===== src/rtl/imem_loader.sv =====
// Boot loader for the RV32I core's instruction memory.
// Accepts the frame A5, LEN_LO, LEN_HI, 4*N payload bytes, CSUM on a byte
// handshake. Payload bytes are packed little-endian into 32-bit words and written
// to the instruction memory. The core is held in reset until a frame has loaded
// with a matching XOR checksum.
module imem_loader #(
  parameter int DEPTH_WORDS    = 256,
  parameter int ADDR_W         = 8,
  parameter int TIMEOUT_CYCLES = 1000
) (
  input  logic              clk,
  input  logic              rst,
  input  logic              in_valid,
  input  logic [7:0]        in_data,
  output logic              in_ready,
  output logic              imem_we,
  output logic [ADDR_W-1:0] imem_addr,
  output logic [31:0]       imem_wdata,
  output logic              cpu_rst,
  output logic              load_done,
  output logic              load_err
);

  localparam logic [2:0] S_IDLE   = 3'd0;
  localparam logic [2:0] S_LEN_LO = 3'd1;
  localparam logic [2:0] S_LEN_HI = 3'd2;
  localparam logic [2:0] S_DATA   = 3'd3;
  localparam logic [2:0] S_WRITE  = 3'd4;
  localparam logic [2:0] S_CSUM   = 3'd5;
  localparam logic [2:0] S_DONE   = 3'd6;
  localparam logic [2:0] S_ERROR  = 3'd7;

  localparam logic [7:0] SYNC_BYTE = 8'hA5;

  logic [2:0]        r_state;
  logic [2:0]        w_state_next;
  logic [15:0]       r_len;
  logic [ADDR_W:0]   r_word_idx;   // one extra bit so N == DEPTH_WORDS cannot wrap
  logic [1:0]        r_byte_idx;
  logic [23:0]       r_word;       // lower three lanes; the 4th byte goes straight out
  logic [7:0]        r_csum;
  logic [31:0]       r_idle_cnt;
  logic              r_cpu_rst;
  logic [ADDR_W-1:0] r_imem_addr;
  logic [31:0]       r_imem_wdata;

  logic              w_xfer;
  logic              w_timed;
  logic              w_timeout;
  logic [15:0]       w_len;
  logic              w_len_bad;
  logic              w_last_word;

  assign in_ready   = (r_state != S_WRITE);
  assign w_xfer     = in_valid && in_ready;
  assign imem_we    = (r_state == S_WRITE);
  assign imem_addr  = r_imem_addr;
  assign imem_wdata = r_imem_wdata;
  assign cpu_rst    = r_cpu_rst;
  assign load_done  = (r_state == S_DONE);
  assign load_err   = (r_state == S_ERROR);

  assign w_len       = {in_data, r_len[7:0]};
  assign w_len_bad   = (w_len == 16'd0) || (32'(w_len) > 32'(DEPTH_WORDS));
  assign w_last_word = (32'(r_word_idx) == (32'(r_len) - 32'd1));

  assign w_timed   = (r_state == S_LEN_LO) || (r_state == S_LEN_HI) ||
                     (r_state == S_DATA)   || (r_state == S_CSUM);
  assign w_timeout = (TIMEOUT_CYCLES != 0) && w_timed && !w_xfer &&
                     (r_idle_cnt == 32'(TIMEOUT_CYCLES - 1));

  // Next-state decode; a timeout overrides everything in the timed states.
  always_comb begin
    w_state_next = r_state;
    if (w_timeout) begin
      w_state_next = S_ERROR;
    end else begin
      case (r_state)
        S_IDLE:   if (w_xfer && in_data == SYNC_BYTE) w_state_next = S_LEN_LO;
        S_LEN_LO: if (w_xfer) w_state_next = S_LEN_HI;
        S_LEN_HI: if (w_xfer) w_state_next = w_len_bad ? S_ERROR : S_DATA;
        S_DATA:   if (w_xfer && r_byte_idx == 2'd3) w_state_next = S_WRITE;
        S_WRITE:  w_state_next = w_last_word ? S_CSUM : S_DATA;
        S_CSUM:   if (w_xfer) w_state_next = (in_data == r_csum) ? S_DONE : S_ERROR;
        S_DONE,
        S_ERROR:  if (w_xfer && in_data == SYNC_BYTE) w_state_next = S_LEN_LO;
        default:  w_state_next = S_IDLE;
      endcase
    end
  end

  // State, registered core reset and idle counter.
  always_ff @(posedge clk) begin
    if (rst) begin
      r_state    <= S_IDLE;
      r_cpu_rst  <= 1'b1;
      r_idle_cnt <= '0;
    end else begin
      r_state    <= w_state_next;
      // Releases on the edge entering DONE, reasserts on the edge leaving it.
      r_cpu_rst  <= (w_state_next != S_DONE);
      if (w_timed && !w_xfer && !w_timeout)
        r_idle_cnt <= r_idle_cnt + 32'd1;
      else
        r_idle_cnt <= '0;
    end
  end

  // Frame datapath: length capture, word assembly, checksum and write port registers.
  always_ff @(posedge clk) begin
    if (rst) begin
      r_len        <= '0;
      r_word_idx   <= '0;
      r_byte_idx   <= '0;
      r_word       <= '0;
      r_csum       <= '0;
      r_imem_addr  <= '0;
      r_imem_wdata <= '0;
    end else begin
      case (r_state)
        S_LEN_LO: if (w_xfer) r_len[7:0] <= in_data;
        S_LEN_HI: begin
          if (w_xfer) begin
            r_len[15:8] <= in_data;
            r_word_idx  <= '0;
            r_byte_idx  <= '0;
            r_csum      <= '0;
          end
        end
        S_DATA: begin
          if (w_xfer) begin
            r_csum     <= r_csum ^ in_data;
            r_byte_idx <= r_byte_idx + 2'd1;
            if (r_byte_idx == 2'd3) begin
              r_imem_addr  <= r_word_idx[ADDR_W-1:0];
              r_imem_wdata <= {in_data, r_word};
            end else begin
              r_word[{r_byte_idx, 3'b000} +: 8] <= in_data;
            end
          end
        end
        S_WRITE: r_word_idx <= r_word_idx + 1'b1;
        default: ;
      endcase
    end
  end

endmodule


===== config.mk =====
export PLATFORM = sky130hd
export DESIGN_NAME = imem_loader
export DESIGN_NICKNAME = d
export VERILOG_FILES = /design/src/rtl/imem_loader.sv
export SDC_FILE = /design/constraint.sdc
export NUM_CORES = 1
export LEC_CHECK = 0
export BUFFER_PORTS_ARGS = -buffer_cell sky130_fd_sc_hd__buf_2
export CAP_MARGIN = 20
export CELL_PAD_IN_SITES_DETAIL_PLACEMENT = 0
export CELL_PAD_IN_SITES_GLOBAL_PLACEMENT = 1
export CORE_ASPECT_RATIO = 1.2
export CORE_MARGIN = 5
export CORE_UTILIZATION = 44
export DETAILED_ROUTE_END_ITERATION = 12
export PLACE_DENSITY = 0.83
export SETUP_SLACK_MARGIN = 0.4
export SLEW_MARGIN = 15
export SYNTH_ARGS = -nofsm -noshare
export SYNTH_HDL_FRONTEND = slang
export SYNTH_SLANG_ARGS = --single-unit

===== constraint.sdc =====
create_clock -name clk -period 3.1 [get_ports clk]
set_input_delay 0.31 -clock clk [delete_from_list [all_inputs] [get_ports clk]]
set_output_delay 0.31 -clock clk [all_outputs]
set_load 0.02 [all_outputs]

* Word-level counts from Yosys, hierarchy flattened
Cells that the tools add are included.
** Word-level totals
- Input port bits :: 11
- Memories :: 0
- Latch bits :: 0
- Register bits :: 135
- Logic and storage cells :: 81
- RAM bits :: 0
- Output and inout bits :: 45
- ROM bits :: 0
** Operators by class
- Bitwise operators :: 3
- Div/mod/pow operators :: 0
- Add/sub/neg operators :: 5
- Equality and inequality tests :: 16
- Order comparisons :: 1
- Reduce and logical (&&, ||, !) cells :: 24
- Muxes and demuxes :: 19
- Multiply operators :: 0
- Shifts and indexed selects :: 2
** Operators by type and width (count)
- 32-bit by 1-bit adder with 32-bit output, second input constant :: 1
- 32-bit by 10-bit equality test with 1-bit output, second input constant :: 1
- 9-bit by 32-bit equality test with 1-bit output :: 1
- 24-bit bitwise mux :: 1
- 3-bit 2-to-1 mux :: 8
- 8-bit by 7-bit variable shift with 24-bit output, first input constant :: 1
- 8-bit by 7-bit variable part select with 24-bit output :: 1
- 3-bit case mux with 6 select lines :: 1
- 9-bit case mux with 2 select lines :: 1
- 16-bit by 1-bit subtractor with 17-bit output, second input constant :: 1
- 16-bit by 9-bit > comparator with 1-bit output, second input constant :: 1
- 16-bit zero test :: 1
- 8-bit 2-to-1 mux :: 2
- 8-bit case mux with 2 select lines :: 1
- 3-bit equality test, second input constant :: 4
- 9-bit by 1-bit adder with 9-bit output, second input constant :: 1
- 9-bit 2-to-1 mux :: 1
- 3-bit AND reduction :: 3
- 8-bit equality test :: 1
- 8-bit equality test, second input constant :: 1
- 8-bit bitwise XOR :: 1
- 5-bit negation with 7-bit output :: 1
- 3-bit by 2-bit equality test with 1-bit output, second input constant :: 2
- 1-bit logical AND :: 6
- 16 further kinds :: 27

* Depth between registers and ports, before layout
Gate-level depths: netlist (run 1).
- Depth in word-level cells :: 10
- Depth in mapped cells :: 9
- Depth with buffers taken out :: 8

* Least setup slack after synthesis (run 1)
No wires, ideal clock.
- Path type :: register -> register
- Start :: register r_len[0]
- End :: register r_state[1]
- Setup time :: 0.131 ns
- Data required time :: 2.969 ns
- Slack :: 0.787 ns
- Arrival time :: 2.182 ns
- Cell stages (with the launch flop) :: 10
- Period minus slack after synthesis :: 2.313 ns
- Cells stage by stage :: dfxtp_1 clkbuf_1 inv_1 ha_1 or3b_1 o21a_1 or4_4 a32oi_4 a21bo_2 a31oi_1
** Between the ends
- Longest elaborated chain between the ends :: 5
** Ends and longest elaborated chain
- start, declared :: RTL line 37 : logic [15:0] r_len;
- start signal, assigned :: RTL line 121 : S_LEN_LO: if (w_xfer) r_len[7:0] <= in_data;
- 16-bit by 1-bit subtractor with 17-bit output :: RTL line 65 : assign w_last_word = (32'(r_word_idx) == (32'(r_len) - 32'd1));
- 9-bit by 32-bit equality test with 1-bit output :: RTL line 65
- 3-bit 2-to-1 mux :: RTL line 83 : S_WRITE: w_state_next = w_last_word ? S_CSUM : S_DATA;
- 3-bit case mux with 6 select lines :: RTL line 78 : case (r_state)
- 3-bit 2-to-1 mux :: RTL line 75 : if (w_timeout) begin
- end signal, assigned :: RTL line 99 : r_state <= w_state_next;
- end, declared :: RTL line 35 : logic [2:0] r_state;
No other way between the ends.
A chain may end at the register's enable or synchronous reset.

* Worst setup path after layout (run 1)
- Start :: register r_state[1]
- End :: register r_imem_wdata[20], in the netlist imem_wdata[20]
** Between the ends
- Longest elaborated chain between the ends :: 3
- Elaborated cells on any way between the ends :: 4
- Those cells by class :: 2 x eq/ne; 2 x reduce/logical
** Ends and longest elaborated chain
- 3-bit != test :: RTL line 54 : assign in_ready = (r_state != S_WRITE);
- 1-bit logical AND :: RTL line 55 : assign w_xfer = in_valid && in_ready;
- 3-bit AND reduction (no line) (*)
- end signal, assigned :: RTL line 136 : r_imem_wdata <= {in_data, r_word};
- end, declared :: RTL line 45 : logic [31:0] r_imem_wdata;
Mark *: on every way between the ends. The rest lies on a longest branch, timed or not.

==> results.sh, run 1 <==
export IMPL_synth_nets=797
export IMPL_viasPerCell=5.39
export IMPL_dieArea_um2=16200
export IMPL_fin_nets=828
export IMPL_worst_ep_required_time_ns=3.45
export IMPL_p_seq_frac=0.418
export IMPL_synth_simple_area_share=0.294
export IMPL_die_w_um=117
export IMPL_syn_to_final_growth_pct=15.7
export IMPL_ant_nets=0
export IMPL_async_reset_ff_frac=0
export IMPL_p_comb_frac=0.141
export IMPL_die_y_um=138
export IMPL_period_share=0.770
export IMPL_finalWeightedCongestion=0.828
export IMPL_total_leakage_power_nw=2.49
export IMPL_grt_use_total=0.191
export IMPL_arrival_ns=2.73
export IMPL_cp_slowest_cell="dfxtp_1"
export IMPL_tightest_slew_ns=0.877
export IMPL_diodes=0
export IMPL_fmax_mhz=419
export IMPL_yosys_most_used_dff="dfxtp_1"
export IMPL_root_buffer="clkbuf_16"
export IMPL_crit_type="reg -> reg"
export IMPL_intPower_w=0.00325
export IMPL_cts_tree="done"
export IMPL_cts_buffers=17
export IMPL_yosys_warnings=0
export IMPL_fin_skew_ns=0.00777
export IMPL_finalHoldViolCount=0
export IMPL_clk_latency_ns=0.42
export IMPL_cts_setup_buffers=0
export IMPL_synth_compound_area_share=0.138
export IMPL_ys_ff_latch=135
export IMPL_start_util=0.443
export IMPL_outcome="finished clean"
export IMPL_hold_buffers=0
export IMPL_path_max_fanout=40
export IMPL_dr_first_iter_drc_count=449
export IMPL_synth_cell_type_count=53
export IMPL_ys_seq_area_frac=0.447
export IMPL_worst_hold_path_type="in -> reg"
export IMPL_crit_path_end_kind="flip-flop"
export IMPL_drive_above_1_share=0.122
export IMPL_io_pins=56
export IMPL_design_core_area_um2=13600
export IMPL_vias=5351
export IMPL_grt_overflow=0
export IMPL_drt_total_wl_um=14900
export IMPL_antenna_found_initial=0
export IMPL_cp_start_kind="flip-flop"
export IMPL_fin_crit_ns=2.39
export IMPL_synth_top_family_by_area="simple AND/OR/NAND/NOR gates"
export IMPL_clk_pin_slew_ns=0.06
export IMPL_clock_sinks=135
export IMPL_clk_path_buf_depth=2
export IMPL_syn_area_um2=6050
export IMPL_routedWlPerCell_um=15.1
export IMPL_grt_first_pass_wirelength_um=24700
export IMPL_max_stage_delay_ns=0.58
export IMPL_synth_cells=778
export IMPL_multi_input_area_um2=3100
export IMPL_ff_latch_area_um2=2700
export IMPL_max_vdd_ir_drop_uv=366
export IMPL_htreeDepth=4
export IMPL_cap_viol_max_count=0
export IMPL_rsz0062_at_grt="no"
export IMPL_crit_path_cell_trace="nand3b_1, nor2_1, and2_1, buf_4, nand2_1, a21oi_1"
export IMPL_place_ws_ns=0.734
export IMPL_cts_resized=0
export IMPL_synth_edff_count=0
export IMPL_synth_xor_area_frac=0.0608
export IMPL_hpwl_um=10000
export IMPL_switchingPower_w=0.00127
export IMPL_setup_viol=0
export IMPL_clockPowerShare=0.442
export IMPL_slew_headroom=0.414
export IMPL_synth_mux_area_frac=0.00186
export IMPL_syn_avg_cell_area_um2=7.77
export IMPL_dr_pass1_iters=5
export IMPL_worst_slack_ns=0.714
export IMPL_portBuffers=55
export IMPL_tns_ns=0
export IMPL_fillers=1359
export IMPL_grt_pass1_vias=5025
export IMPL_rows=47
export IMPL_grt_max_degree=104
export IMPL_drc_errors=0
export IMPL_p_sw_frac=0.281
export IMPL_synthAdderAreaFrac=0.0165
export IMPL_power_density_nw_per_um2=646
export IMPL_maxSlewViolCount=0
[cell families after synthesis]
logic type      count (synthesis)
xor+xnor                       42
mux                             1
compound gates                146
flops                         135
buf+inv                        67
fa+ha+maj                       8
simple gates                  379
[layer usage]
layer | up-vias | GRT usage | part of all wire
met5 | - | 0 | 0
met4 | 0 | 0.0803 | 0.021
met3 | 28 | 0.0494 | 0.051
met2 | 133 | 0.312 | 0.50
met1 | 2471 | 0.236 | 0.43
li1 | 2719 | - | -
[Yosys cell counts, drive strengths merged (3+ instances only)]
| cell type | number | share of area |
|---|---|---|
| nor3 | 14 | 0.012 |
| or4 | 4 | 0.0056 |
| xor2 | 25 | 0.036 |
| o211ai | 3 | 0.0046 |
| or3 | 6 | 0.0062 |
| nand3 | 52 | 0.043 |
| nor4 | 15 | 0.016 |
| a21oi | 102 | 0.084 |
| o22ai | 3 | 0.0031 |
| ha | 8 | 0.017 |
| nand4 | 8 | 0.0083 |
| inv | 16 | 0.0099 |
| nor4b | 3 | 0.0043 |
| and2 | 9 | 0.0093 |
| nor2b | 3 | 0.0031 |
| nand2 | 162 | 0.10 |
| nor2 | 66 | 0.041 |
| and4 | 5 | 0.0072 |
| nand2b | 5 | 0.0052 |
| and3 | 9 | 0.0093 |
| a31oi | 3 | 0.0031 |
| xnor2 | 17 | 0.025 |
| dfxtp | 135 | 0.45 |
| nand3b | 6 | 0.0074 |
| o21ai | 18 | 0.015 |
| clkbuf | 48 | 0.030 |
| nor3b | 3 | 0.0037 |
[final cells by class]
cell class	instances	area share
tap	171	0.0306
multi-input combinational	576	0.442
inverter	17	0.00912
clock inverter	10	0.0173
timing repair buffer	62	0.0486
sequential	135	0.386
clock buffer	21	0.0658
[placed cells by master, fill, tap and decap left out, types with 3 or more instances in the layout]
| master | instances |
|---|---|
| nor4_1 | 15 |
| and2_1 | 9 |
| nor2b_1 | 3 |
| and3_1 | 9 |
| nand3_1 | 52 |
| o21ai_0 | 17 |
| dfxtp_1 | 135 |
| xor2_1 | 25 |
| nand2b_1 | 5 |
| nand3b_1 | 6 |
| ha_1 | 8 |
| nor3b_1 | 3 |
| nor2_1 | 66 |
| or4_1 | 3 |
| or3_1 | 6 |
| clkinvlp_4 | 4 |
| nor3_1 | 14 |
| a31oi_1 | 3 |
| and4_1 | 5 |
| a21oi_1 | 102 |
| clkbuf_16 | 17 |
| buf_2 | 55 |
| nand2_1 | 162 |
| nor4b_1 | 3 |
| nand4_1 | 8 |
| o22ai_1 | 3 |
| inv_1 | 16 |
| xnor2_1 | 17 |
| buf_4 | 6 |
[power by group through the flow]
| stage | Clock [W] | Sequential (W) | Combinational, W |
|---|---|---|---|
| floorplan | 0 | 0.00187 | 0.000520 |
| global placement | 0 | 0.00192 | 0.000615 |
| detailed placement | 0 | 0.00192 | 0.000630 |
| CTS | 0.00204 | 0.00189 | 0.000632 |
| global route | 0.00213 | 0.00190 | 0.000709 |
| finish | 0.00199 | 0.00189 | 0.000636 |
[sequential cells by signal, summed over array words and instances, names as in the netlist, 3 cells and up]
register	flops
r_state	3
r_len	16
r_idle_cnt	32
imem_wdata	32
r_word_idx	9
r_csum	8
r_word	24
imem_addr	8
[through the flow]
step                hold slack, ns  std cells   util  area [um2]  power, W
floorplan                    0.413        778      -        6050   0.00239
global placement             0.423        961  0.470        6420   0.00254
detailed placement           0.435        961  0.470        6420   0.00255
CTS                          0.257        992  0.513        7000   0.00456
global route                 0.277        992  0.513        7000   0.00474
finish                       0.277        992  0.513        7000   0.00452
[critical path: cells and delay by family (launching register included)]
kind / cells / cell delay [ns]
AO/OA/AOI/OAI: 1 / 0.14
flip-flops: 1 / 0.58
buffers and inverters: 1 / 0.37
AND/OR/NAND/NOR: 4 / 1.22
[path summary, 6_finish.rpt]
kind         cells after the start                     start  slack, ns                     endpoint
max                              6     r_state[1]$_SDFF_PP0_       0.71  imem_wdata[20]$_SDFFE_PP0P_
min                              3                in_data[7]       0.28       r_len[15]$_SDFFE_PP0P_
max reg2reg                      6     r_state[1]$_SDFF_PP0_       0.71  imem_wdata[20]$_SDFFE_PP0P_
min reg2reg                      1  r_idle_cnt[0]$_SDFF_PP0_       0.44     r_idle_cnt[0]$_SDFF_PP0_
Note: power is estimated with default switching activity, not from simulation.
==> run 2: changes to the inputs <==
Clock period 3.1 ns to 2.47 ns, I/O delays scaled along.
==> run 2 against run 1 <==
Net effect:
- sequential power grew 25%
- setup slack worse by 0.35 ns
- clock-buffer cell count up 3
- fmax rose by 13%
- flip-flop and latch count unchanged
==> results.sh, run 2 (same netlist as run 1, synthesis figures left out) <==
export IMPL_cap_viol_max_count=0
export IMPL_grt_max_degree=104
export IMPL_hold_buffers=0
export IMPL_drc_errors=0
export IMPL_multi_input_area_um2=3190
export IMPL_p_sw_frac=0.277
export IMPL_grt_use_total=0.194
export IMPL_die_w_um=117
export IMPL_final_cell_mix="nand2_1, dfxtp_1, a21oi_1, nor2_1, buf_2"
export IMPL_clockPowerShare=0.426
export IMPL_drt_total_wl_um=15200
export IMPL_fin_skew_ns=0.00703
export IMPL_switchingPower_w=0.00159
export IMPL_setup_viol=0
export IMPL_rsz0062_at_grt="yes"
export IMPL_dr_first_iter_drc_count=536
export IMPL_hold_end="imem_wdata[25]$_SDFFE_PP0P_"
export IMPL_grt_first_pass_wirelength_um=25300
export IMPL_htreeDepth=4
export IMPL_place_area_um2=6540
export IMPL_reg2reg_to="r_state[1]$_SDFF_PP0_"
export IMPL_routedWlPerCell_um=15.0
export IMPL_drive_above_1_share=0.171
export IMPL_dp_cells=975
export IMPL_design_core_area_um2=13600
export IMPL_outcome="finished clean"
export IMPL_maxSlewViolCount=0
export IMPL_clk_pin_slew_ns=0.06
export IMPL_period_share=0.852
export IMPL_crit_type="reg -> reg"
export IMPL_tns_ns=0
export IMPL_clock_sinks=135
export IMPL_p_seq_frac=0.410
export IMPL_holdWs_ns=0.202
export IMPL_ant_nets=0
export IMPL_cp_start_kind="flip-flop"
export IMPL_viasPerCell=5.43
export IMPL_fmax_mhz=475
export IMPL_final_common_cell="nand2_1"
export IMPL_clk_latency_ns=0.42
export IMPL_finalWeightedCongestion=0.877
export IMPL_layout_cells_non_filler=1012
export IMPL_worst_ep_required_time_ns=2.77
export IMPL_p_comb_frac=0.164
export IMPL_regToRegSetupSlack_ns=0.37
export IMPL_clk_path_buf_depth=2
export IMPL_intPower_w=0.00416
export IMPL_syn_to_final_growth_pct=19.9
export IMPL_tightest_slew_ns=0.595
export IMPL_start_util=0.443
export IMPL_cts_tree="done"
export IMPL_ff2ff_path_depth=8
export IMPL_ff_latch_area_um2=2720
export IMPL_total_leakage_power_nw=2.63
export IMPL_finalHoldViolCount=0
export IMPL_vias=5495
export IMPL_fillers=1282
export IMPL_arrival_ns=2.40
export IMPL_dr_pass1_iters=5
export IMPL_dieArea_um2=16200
export IMPL_portBuffers=55
export IMPL_crit_reg2reg_launch="r_len[1]$_SDFFE_PP0P_"
export IMPL_die_y_um=138
export IMPL_hpwl_um=10100
export IMPL_min_from="in_data[1]"
export IMPL_fin_nets=848
export IMPL_power_density_nw_per_um2=793
export IMPL_cts_buffers=17
export IMPL_fin_crit_ns=2.10
export IMPL_antenna_found_initial=0
export IMPL_worst_hold_path_type="in -> reg"
export IMPL_grt_pass1_vias=5207
export IMPL_io_pins=56
export IMPL_whs_path_depth=3
export IMPL_grt_overflow=0
export IMPL_crit_path_end_kind="flip-flop"
export IMPL_path_max_fanout=3
export IMPL_final_cell_area_um2=7250
export IMPL_root_buffer="clkbuf_16"
export IMPL_slew_headroom=0.600
export IMPL_max_vdd_ir_drop_uv=483
export IMPL_rows=47
export IMPL_diodes=0
==> run 2: changes by cell type in the layout (fill, tap and decap cells not counted), moves of 2 or more <==
| cell | previous run | this run |
|---|---|---|
| dfxtp_1 | 135 | 129 |
| buf_4 | 6 | 26 |
| dfxtp_4 | 0 | 2 |
| inv_1 | 16 | 14 |
| clkbuf_8 | 2 | 6 |
| inv_6 | 2 | 0 |
| dfxtp_2 | 0 | 4 |
| nor4_1 | 15 | 11 |
| nor4_2 | 0 | 3 |
| clkinv_2 | 1 | 3 |
==> run 2: timing repair <==
item | in CTS | in global routing
gates resized for setup | 10 | 14
buffers inserted | 5 | 1
endpoints found under the setup margin | 5 | 39
pin swaps | 10 | 6
endpoints found under the hold margin | 0 | 0
==> run 2: worst max-delay path by stage <==
| stage | from | endpoint | slack [ns] | cells after the start |
|---|---|---|---|---|
| 3_3_place_gp | r_len[0]$_SDFFE_PP0P_ | r_state[1]$_SDFF_PP0_ | 0.22 | 8 |
| 6_report | r_len[1]$_SDFFE_PP0P_ | r_state[1]$_SDFF_PP0_ | 0.37 | 8 |
| 2_1_floorplan | r_len[0]$_SDFFE_PP0P_ | r_state[1]$_SDFF_PP0_ | 0.25 | 9 |
| 4_1_cts | r_len[1]$_SDFFE_PP0P_ | r_state[1]$_SDFF_PP0_ | 0.31 | 8 |
| 5_1_grt | r_len[3]$_SDFFE_PP0P_ | r_state[2]$_SDFF_PP0_ | 0.25 | 7 |
| 3_5_place_dp | r_len[0]$_SDFFE_PP0P_ | r_state[1]$_SDFF_PP0_ | 0.18 | 8 |
==> run 2: layout make-up <==
type                       count  area share
timing repair buffer          82      0.0676
sequential                   135       0.374
inverter                      17     0.00966
clock buffer                  24      0.0705
clock inverter                 7     0.00931
multi-input combinational    576       0.439
tap                          171      0.0295
==> run 2: critical path, stage by stage (launching register included) <==
cell     delay, ns
dfxtp_4       0.34
inv_2         0.06
ha_4          0.14
or3b_4        0.38
o21a_1        0.19
or4_4         0.43
a32oi_4       0.22
a21bo_2       0.16
a31oi_1       0.06
==> run 2: metrics by stage <==
step	power, W	worst slack, ns	util
final	0.00575	0.366	0.532
after floorplan	0.00301	0.246	-
after global routing	0.00602	0.250	0.532
after CTS	0.00574	0.308	0.527
after detailed placement	0.00326	0.180	0.480
after global placement	0.00324	0.223	0.480
==> run 2: power by group through the flow <==
stage	logic, W	registers, W	clock network, W
6_report	0.000944	0.00236	0.00245
5_1_grt	0.00104	0.00237	0.00261
4_1_cts	0.000906	0.00235	0.00249
3_5_place_dp	0.000869	0.00239	0
3_3_place_gp	0.000852	0.00239	0
2_1_floorplan	0.000667	0.00235	0
==> run 2: per-layer routing <==
layer | global-route usage | part of all wire
met5 | 0 | 0
met1 | 0.247 | 0.43
met3 | 0.0472 | 0.055
met2 | 0.312 | 0.49
met4 | 0.0767 | 0.023
